## src/rtl/button_ctrl_pkg.sv

```systemverilog
// Shared types for the board button conditioning block.
package button_ctrl_pkg;

  typedef enum logic [1:0] {
    StAssert,
    StHold,
    StRun
  } rst_state_e;

endpackage

```

## src/rtl/button_debounce.sv

```systemverilog
// One button channel: two-flop synchroniser, stability counter and registered
// falling-edge pulse on the accepted level.
module button_debounce #(
  parameter int unsigned DEBOUNCE_CYCLES = 250000
) (
  input  logic clk25,
  input  logic rst,
  input  logic raw,
  output logic level,
  output logic press
);

  localparam int unsigned CntW = (DEBOUNCE_CYCLES > 1) ? $clog2(DEBOUNCE_CYCLES) : 1;
  localparam logic [CntW-1:0] CntMax = CntW'(DEBOUNCE_CYCLES - 1);

  logic [1:0]      sync_q, sync_d;
  logic [CntW-1:0] cnt_q, cnt_d;
  logic            level_q, level_d;
  logic            level_dly_q, level_dly_d;
  logic            press_q, press_d;
  logic            s;

  assign s = sync_q[1];

  always_comb begin
    sync_d      = {sync_q[0], raw};
    level_d     = level_q;
    cnt_d       = cnt_q;
    level_dly_d = level_q;
    // Pulse lands the cycle after the accepted fall, never on release.
    press_d     = level_dly_q & ~level_q;
    if (s == level_q) begin
      cnt_d = '0;
    end else if (cnt_q == CntMax) begin
      level_d = s;
      cnt_d   = '0;
    end else begin
      cnt_d = cnt_q + 1'b1;
    end
  end

  always_ff @(posedge clk25) begin
    if (rst) begin
      sync_q      <= 2'b11;
      cnt_q       <= '0;
      level_q     <= 1'b1;
      level_dly_q <= 1'b1;
      press_q     <= 1'b0;
    end else begin
      sync_q      <= sync_d;
      cnt_q       <= cnt_d;
      level_q     <= level_d;
      level_dly_q <= level_dly_d;
      press_q     <= press_d;
    end
  end

  assign level = level_q;
  assign press = press_q;

endmodule

```

## src/rtl/button_ctrl.sv

```systemverilog
// Debounces the board buttons and derives the core reset, clear-screen strobe
// and the persistent PS/2/UART input-select flag. RESET_HOLD must be >= 2.
module button_ctrl
  import button_ctrl_pkg::*;
#(
  parameter int unsigned NUM_BUTTONS     = 4,
  parameter int unsigned DEBOUNCE_CYCLES = 250000,
  parameter int unsigned RESET_HOLD      = 16
) (
  input  logic                   clk25,
  input  logic                   rst,
  input  logic [NUM_BUTTONS-1:0] button,
  output logic [NUM_BUTTONS-1:0] btn_level,
  output logic [NUM_BUTTONS-1:0] btn_press,
  output logic                   sys_rst_n,
  output logic                   cls,
  output logic                   ps2_select
);

  localparam int unsigned HoldW = (RESET_HOLD > 1) ? $clog2(RESET_HOLD) : 1;
  localparam logic [HoldW-1:0] HoldLast = HoldW'(RESET_HOLD - 1);

  for (genvar i = 0; i < NUM_BUTTONS; i++) begin : g_btn
    button_debounce #(
      .DEBOUNCE_CYCLES(DEBOUNCE_CYCLES)
    ) u_debounce (
      .clk25(clk25),
      .rst  (rst),
      .raw  (button[i]),
      .level(btn_level[i]),
      .press(btn_press[i])
    );
  end

  rst_state_e       state_q, state_d;
  logic [HoldW-1:0] hold_cnt_q, hold_cnt_d;
  logic             ps2_q, ps2_d;

  always_comb begin
    state_d    = state_q;
    hold_cnt_d = '0;
    unique case (state_q)
      StAssert: begin
        if (btn_level[0]) state_d = StHold;
      end
      StHold: begin
        if (!btn_level[0]) begin
          state_d = StAssert;
        end else begin
          hold_cnt_d = hold_cnt_q + 1'b1;
          if (hold_cnt_d == HoldLast) state_d = StRun;
        end
      end
      StRun: begin
        if (!btn_level[0]) state_d = StAssert;
      end
      default: state_d = StAssert;
    endcase
  end

  // Reset asserts in the same cycle the button level is accepted low.
  assign sys_rst_n = (state_q == StRun) && btn_level[0];
  assign cls       = btn_press[1] & sys_rst_n;

  always_comb begin
    ps2_d = ps2_q;
    if (btn_press[2] && sys_rst_n) ps2_d = ~ps2_q;
  end

  always_ff @(posedge clk25) begin
    if (rst) begin
      state_q    <= StAssert;
      hold_cnt_q <= '0;
      ps2_q      <= 1'b1;
    end else begin
      state_q    <= state_d;
      hold_cnt_q <= hold_cnt_d;
      ps2_q      <= ps2_d;
    end
  end

  assign ps2_select = ps2_q;

endmodule

```

## config.mk

```make
export PLATFORM = sky130hd
export DESIGN_NAME = button_ctrl
export DESIGN_NICKNAME = d
export VERILOG_FILES = /design/src/rtl/button_ctrl_pkg.sv /design/src/rtl/button_debounce.sv /design/src/rtl/button_ctrl.sv
export SDC_FILE = /design/constraint.sdc
export NUM_CORES = 1
export LEC_CHECK = 0
export CAP_MARGIN = 20
export CORE_MARGIN = 1
export CORE_UTILIZATION = 60
export CTS_BUF_LIST = sky130_fd_sc_hd__clkbuf_2 sky130_fd_sc_hd__clkbuf_4 sky130_fd_sc_hd__clkbuf_8
export CTS_CLUSTER_SIZE = 20
export DETAILED_ROUTE_END_ITERATION = 8
export GPL_TIMING_DRIVEN = 0
export PLACE_DENSITY = 0.79
export SYNTH_ARGS = -nofsm -noshare
export SYNTH_HDL_FRONTEND = slang
export SYNTH_SLANG_ARGS = --single-unit
export TNS_END_PERCENT = 100
```

## constraint.sdc

```tcl
create_clock -name clk25 -period 5.5 [get_ports clk25]
set_clock_uncertainty 0.15 [all_clocks]
set_input_delay 1.1 -clock clk25 [delete_from_list [all_inputs] [get_ports clk25]]
set_output_delay 1.1 -clock clk25 [all_outputs]
set_load 0.05 [all_outputs]
```

-- Word level (Yosys, flattened, before mapping)
Index checks and enable logic that the tools add are counted.
- $add $sub $neg: 5
- equality and inequality tests: 14
- muxes and demuxes: 5
- bitwise operators: 15
- reductions and logical operators: 13
- operators with widths (operator ; number):
    $add A18 B1 Y18 const B ; 4
    $eq A18 B18 Y1 const B ; 4
    $reduce_or A3 Y1 ; 5
    $not A1 Y1 ; 10
    $mux W2 ; 4
    $reduce_and A2 Y1 ; 4
    $pmux W2 S3 ; 1
    $and A1 B1 Y1 ; 5
    $add A4 B1 Y4 const B ; 1
    $eq A1 B1 Y1 ; 4
    $eq A4 B4 Y1 const B ; 1
    $ne A3 B3 Y1 const B ; 1
    $reduce_and A3 Y1 ; 1
    $eq A2 B1 Y1 const B ; 1
    $eq A2 B2 Y1 const B ; 1
    $logic_and A1 B1 Y1 ; 2
    $logic_not A2 Y1 ; 1
    $ne A2 B1 Y1 const B ; 1
    $ne A2 B2 Y1 const B ; 1
- register bits: 99
- input bits: 6
- output and inout port bits: 11
- word-level logic and storage cells: 75

-- Longest topological paths before layout
- depth in word-level cells: 5
- mapped depth: 6
- depth with buffers taken out: 5

-- Hierarchy
Synthesis repeated with hierarchy kept, for this count alone.
- cell total of the unflattened synthesis: 464
- area, all modules: 4305.4 um2
- modules (own cells, without submodules) (module ; instances ; cells each ; area an instance (um2) ; seq. area each (um2)):
    button_debounce ; 4 ; 106 ; 987.2 ; 460.4
    button_ctrl ; 1 ; 40 ; 356.6 ; 140.1

-- Worst setup path before layout
OpenSTA, ideal clock, no wires.
- path type: reg-to-output
- from: reg state_q[1]
- to: out cls
- arrival: 1.699 ns
- required time: 4.250 ns
- slack: 2.551 ns
- cell stages (with the launch flop): 4
- path buffers: 0
- cell sequence: dfxtp_1 -> nand2_1 -> nor2_1 -> and2_1
- cells in the longest elaborated chain, start to end: 3
- ends and longest elaborated chain (element ; line ; text):
    start: declaration ; button_ctrl.sv:35 ; rst_state_e state_q, state_d;
    start signal: assignment ; button_ctrl.sv:72 ; state_q <= StAssert;
    start signal: assignment ; button_ctrl.sv:76 ; state_q <= state_d;
    $eq A2 B2 Y1 ; button_ctrl.sv:62 ; assign sys_rst_n = (state_q == StRun) && btn_level[0];
    $logic_and A1 B1 Y1 ; button_ctrl.sv:62 ;
    named net sys_rst_n ; button_ctrl.sv:15 ; output logic sys_rst_n,
    $and A1 B1 Y1 ; button_ctrl.sv:63 ; assign cls = btn_press[1] & sys_rst_n;
    end: declaration ; button_ctrl.sv:16 ; output logic cls,
The timed path passes the listed nets, and every way through them passes these cells.

-- Worst setup path after layout
- from: reg g_btn[0].u_debounce.level_q
- to: out cls
- cells in the longest elaborated chain, start to end: 2
- ends and longest elaborated chain (element ; line ; text):
    start: declaration ; button_debounce.sv:18 ; logic level_q, level_d;
    start signal: assignment ; button_debounce.sv:52 ; level_q <= level_d;
    $logic_and A1 B1 Y1 ; button_ctrl.sv:62 ;
    $and A1 B1 Y1 ; button_ctrl.sv:63 ;
No other way between the ends.

==> impl_metrics.yaml <==
route:
  wirelength_um: 7280
  detail-route-antenna-nets: 0
  wl_met2_um: 3590
  route.detailed.wl_per_inst_um: 12.1
  drt-initial-drc-count: 82
  detail_route.vias_per_cell: 5.43
  num_vias: 3255
  first_pass_iters: 6
  met3_wirelength_um: 262
  routed.top_layer: "met4"
  remaining_drcs: 0
  drt-met1-wl_um: 3370
synth:
  register_bit_total_from_synthesis: 99
  synth_adder_area_share: 0.0175
  synth_xor_xnor_area_share: 0.133
  synth-compound-area-share: 0.0453
  syn_nets: 484
  syn-mean-instance-area_um2: 9.08
  post_synth_mux_area_share: 0.00934
  post_synth_inst_count: 472
  post_synth_num_cell_types: 43
  synthSimpleGateAreaFrac: 0.295
  synthesis.yosys.warnings: 0
  synth_top_family_by_area: "simple AND/OR/NAND/NOR gates"
  post_synth_instance_area_um2: 4290
  synth-seq-area-share: 0.462
run_status:
  status: "completed"
floorplan:
  floorplan.core_area_um2: 6830
  boundaryPins: 17
  dieArea_um2: 7480
  chip_width_um: 86.5
  die_h_um: 86.5
  start_util: 0.627
  placementRows: 30
grt:
  wire_length_of_the_first_global_routing_pass_um: 12700
  grt_pass1_vias: 2963
  globalRouteOverflowTotal: 0
  largest_net_degree_at_the_start_of_global_routing: 16
  initial_antenna_violation_count: 0
  total_grt_usage: 0.212
placed_design:
  placement.setup.worst_slack_ns: 2.35
  hpwlAfterDp_um: 5160
  place.port_buffers: 16
  place.detailed.instances: 584
  place_congestion: 0.783
clock_network:
  clock_insertion_delay_worst_skew_ns: 0.35
  post_cts_resized: 0
  clk_pin_slew_worst_paths_ns: 0.09
  post-cts-setup-buffers: 0
  tritoncts: "yes"
  ctsRootBufferMaster: "clkbuf_8"
  cts_inserted_buffers: 9
  ctsLongestPathBuffers: 2
  clock-sinks: 99
  ctsHoldBuffers: 0
  h-tree-depth: 3
sta:
  setup_viol: 0
  post-route-period-util: 0.590
  worst-slew-pin-transition_ns: 0.555
  timing.final.max_slew_violations: 0
  setup-tns-final_ns: 0
  grt_setup_unrepaired: "false"
  maxClockFrequency_ghz: 0.308
  layout_setup_ws_ns: 2.26
  finalWorstPathRequiredPeriod_ns: 3.24
  slew_headroom: 0.628
  final-hold-violation-count: 0
worst_hold_path:
  hold_path.startpoint: "g_btn[1].u_debounce.sync_q[0]$_SDFF_PP1_"
  min_path_type: "flip-flop to flip-flop"
cells_and_area:
  n_diodes: 0
  nets: 511
  area_growth_syn_to_layout_pct: 11.4
  fraction_of_layout_cells_with_a_size_suffix_above_1: 0.0992
  post_layout_nonfiller_instances: 600
power:
  power.ir.vdd_worst_v: 0.000174
  p_leak_nw: 1.47
  power_per_cell_area_nw_per_um2: 256
worst_setup_path:
  worstPathArrival_ns: 1.99
  minimum_setup_slack_among_reg_to_reg_paths_ns: 3.24
  endpoint_kind: "primary output"
  cp_max_fo: 5
  r2r-start: "g_btn[3].u_debounce.cnt_q[0]$_SDFF_PP0_"
  worst_setup_path_startpoint: "g_btn[0].u_debounce.level$_SDFFE_PP1P_"
  critical_path.startpoint_type: "flip-flop"
  required_ns: 4.25
  critPathKind: "flip-flop to primary output"
job:
  maxCapViolCount: 0
-- flip-flops by register name (all words and copies together), names as in the netlist --
name,flops
g_btn.u_debounce.level,4
hold_cnt_q,4
g_btn.u_debounce.cnt_q,72
g_btn.u_debounce.sync_q,8
state_q,2
ps2_select,1
g_btn.u_debounce.press,4
g_btn.u_debounce.level_dly_q,4
-- cells in the final DEF, fill, tap and decap left out, types with 2 or more instances in the layout --
cell	instances
buf_2	3
nand4_4	2
xor2_1	17
nor4b_1	3
nor3_1	14
clkinv_2	2
nor4_1	22
and3_1	2
nand3_1	24
nand4_1	16
buf_4	10
or3_1	3
and4_1	3
nand4_2	2
o41ai_4	3
nor2_1	99
or2_2	9
o21ai_0	4
inv_1	17
clkbuf_8	11
ha_1	6
a21oi_1	9
nand3_2	2
xnor2_1	48
and2_1	6
clkdlybuf4s50_1	16
mux2i_1	4
nand2_1	25
nand2b_1	3
dfxtp_1	99
clkbuf_1	2
-- layout make-up --
type | count | area, µm²
Fill cell | 575 | 2060
Timing Repair Buffer | 16 | 160
Clock buffer | 12 | 159
Buffer | 15 | 97.6
Clock inverter | 4 | 48.8
Multi-Input combinational cell | 341 | 2140
Sequential cell | 99 | 1980
Tap cell | 96 | 120
Inverter | 17 | 63.8
-- worst max-delay path, stage by stage, from the launching register on --
cell	delay (ns)
dfxtp_1	0.44
nand2_1	0.08
nor2_1	0.19
and2_1	0.15
clkdlybuf4s50_1	0.79
-- logic make-up (layout without fill, tap and decap cells) --
| group | count (synthesis) | in the layout |
|---|---|---|
| AOI/OAI and AO/OA | 22 | 22 |
| DFF | 99 | 99 |
| xor gates and xnor gates | 65 | 65 |
| adders and majority gates | 6 | 6 |
| buffers and inverters | 32 | 64 |
| and+or+nand+nor | 244 | 244 |
| muxes | 4 | 4 |
-- synth_stat cells (all sizes together) --
| master | count | area, µm² |
|---|---|---|
| a21oi | 9 | 45.0 |
| a311oi | 1 | 8.76 |
| a31o | 1 | 8.76 |
| and2 | 6 | 37.5 |
| and3 | 2 | 12.5 |
| and3b | 1 | 8.76 |
| and4 | 3 | 26.3 |
| and4bb | 2 | 25.0 |
| buf | 13 | 90.1 |
| clkbuf | 2 | 7.51 |
| dfxtp | 99 | 1980 |
| ha | 6 | 75.1 |
| inv | 17 | 63.8 |
| mux2i | 4 | 40.0 |
| nand2 | 25 | 93.8 |
| nand2b | 3 | 18.8 |
| nand3 | 26 | 140 |
| nand3b | 1 | 7.51 |
| nand4 | 20 | 168 |
| nor2 | 99 | 372 |
| nor3 | 14 | 70.1 |
| nor4 | 22 | 138 |
| nor4b | 3 | 26.3 |
| nor4bb | 1 | 10.0 |
| o211ai | 1 | 7.51 |
| o21ai | 5 | 25.0 |
| o21bai | 1 | 7.51 |
| o41ai | 4 | 91.3 |
| or2 | 10 | 62.6 |
| or3 | 3 | 18.8 |
| or4 | 2 | 18.8 |
| or4b | 1 | 10.0 |
| xnor2 | 48 | 420 |
| xor2 | 17 | 149 |
-- power breakdown --
group	switching, W	internal [W]
Combinational	0.0000109	0.00000971
Sequential	0.00000339	0.000721
Clock	0.000238	0.000240
-- through the flow --
stage	power (W)	util	cell area (µm²)	hold slack (ns)
after global routing	0.00126	0.699	4770	0.280
after CTS	0.00124	0.699	4770	0.269
after floorplan	0.000754	-	4290	0.239
after global placement	0.000761	0.668	4570	0.247
final	0.00122	0.699	4770	0.267
after detailed placement	0.000762	0.668	4570	0.248
-- routing by layer --
metal,up-vias,global-route usage
li1,1664,-
met1,1524,0.261
met2,60,0.372
met3,7,0.0552
met4,0,0.0485
met5,-,0
-- path summary, 6_finish.rpt --
path	end	cells after the start
worst min register to register	g_btn[1].u_debounce.sync_q[1]$_SDFF_PP1_	1
worst max-delay path	cls	4
worst min-delay path	g_btn[1].u_debounce.sync_q[1]$_SDFF_PP1_	1
worst max register to register	g_btn[3].u_debounce.cnt_q[16]$_SDFF_PP0_	5
Power figures use the tool's default switching activity.
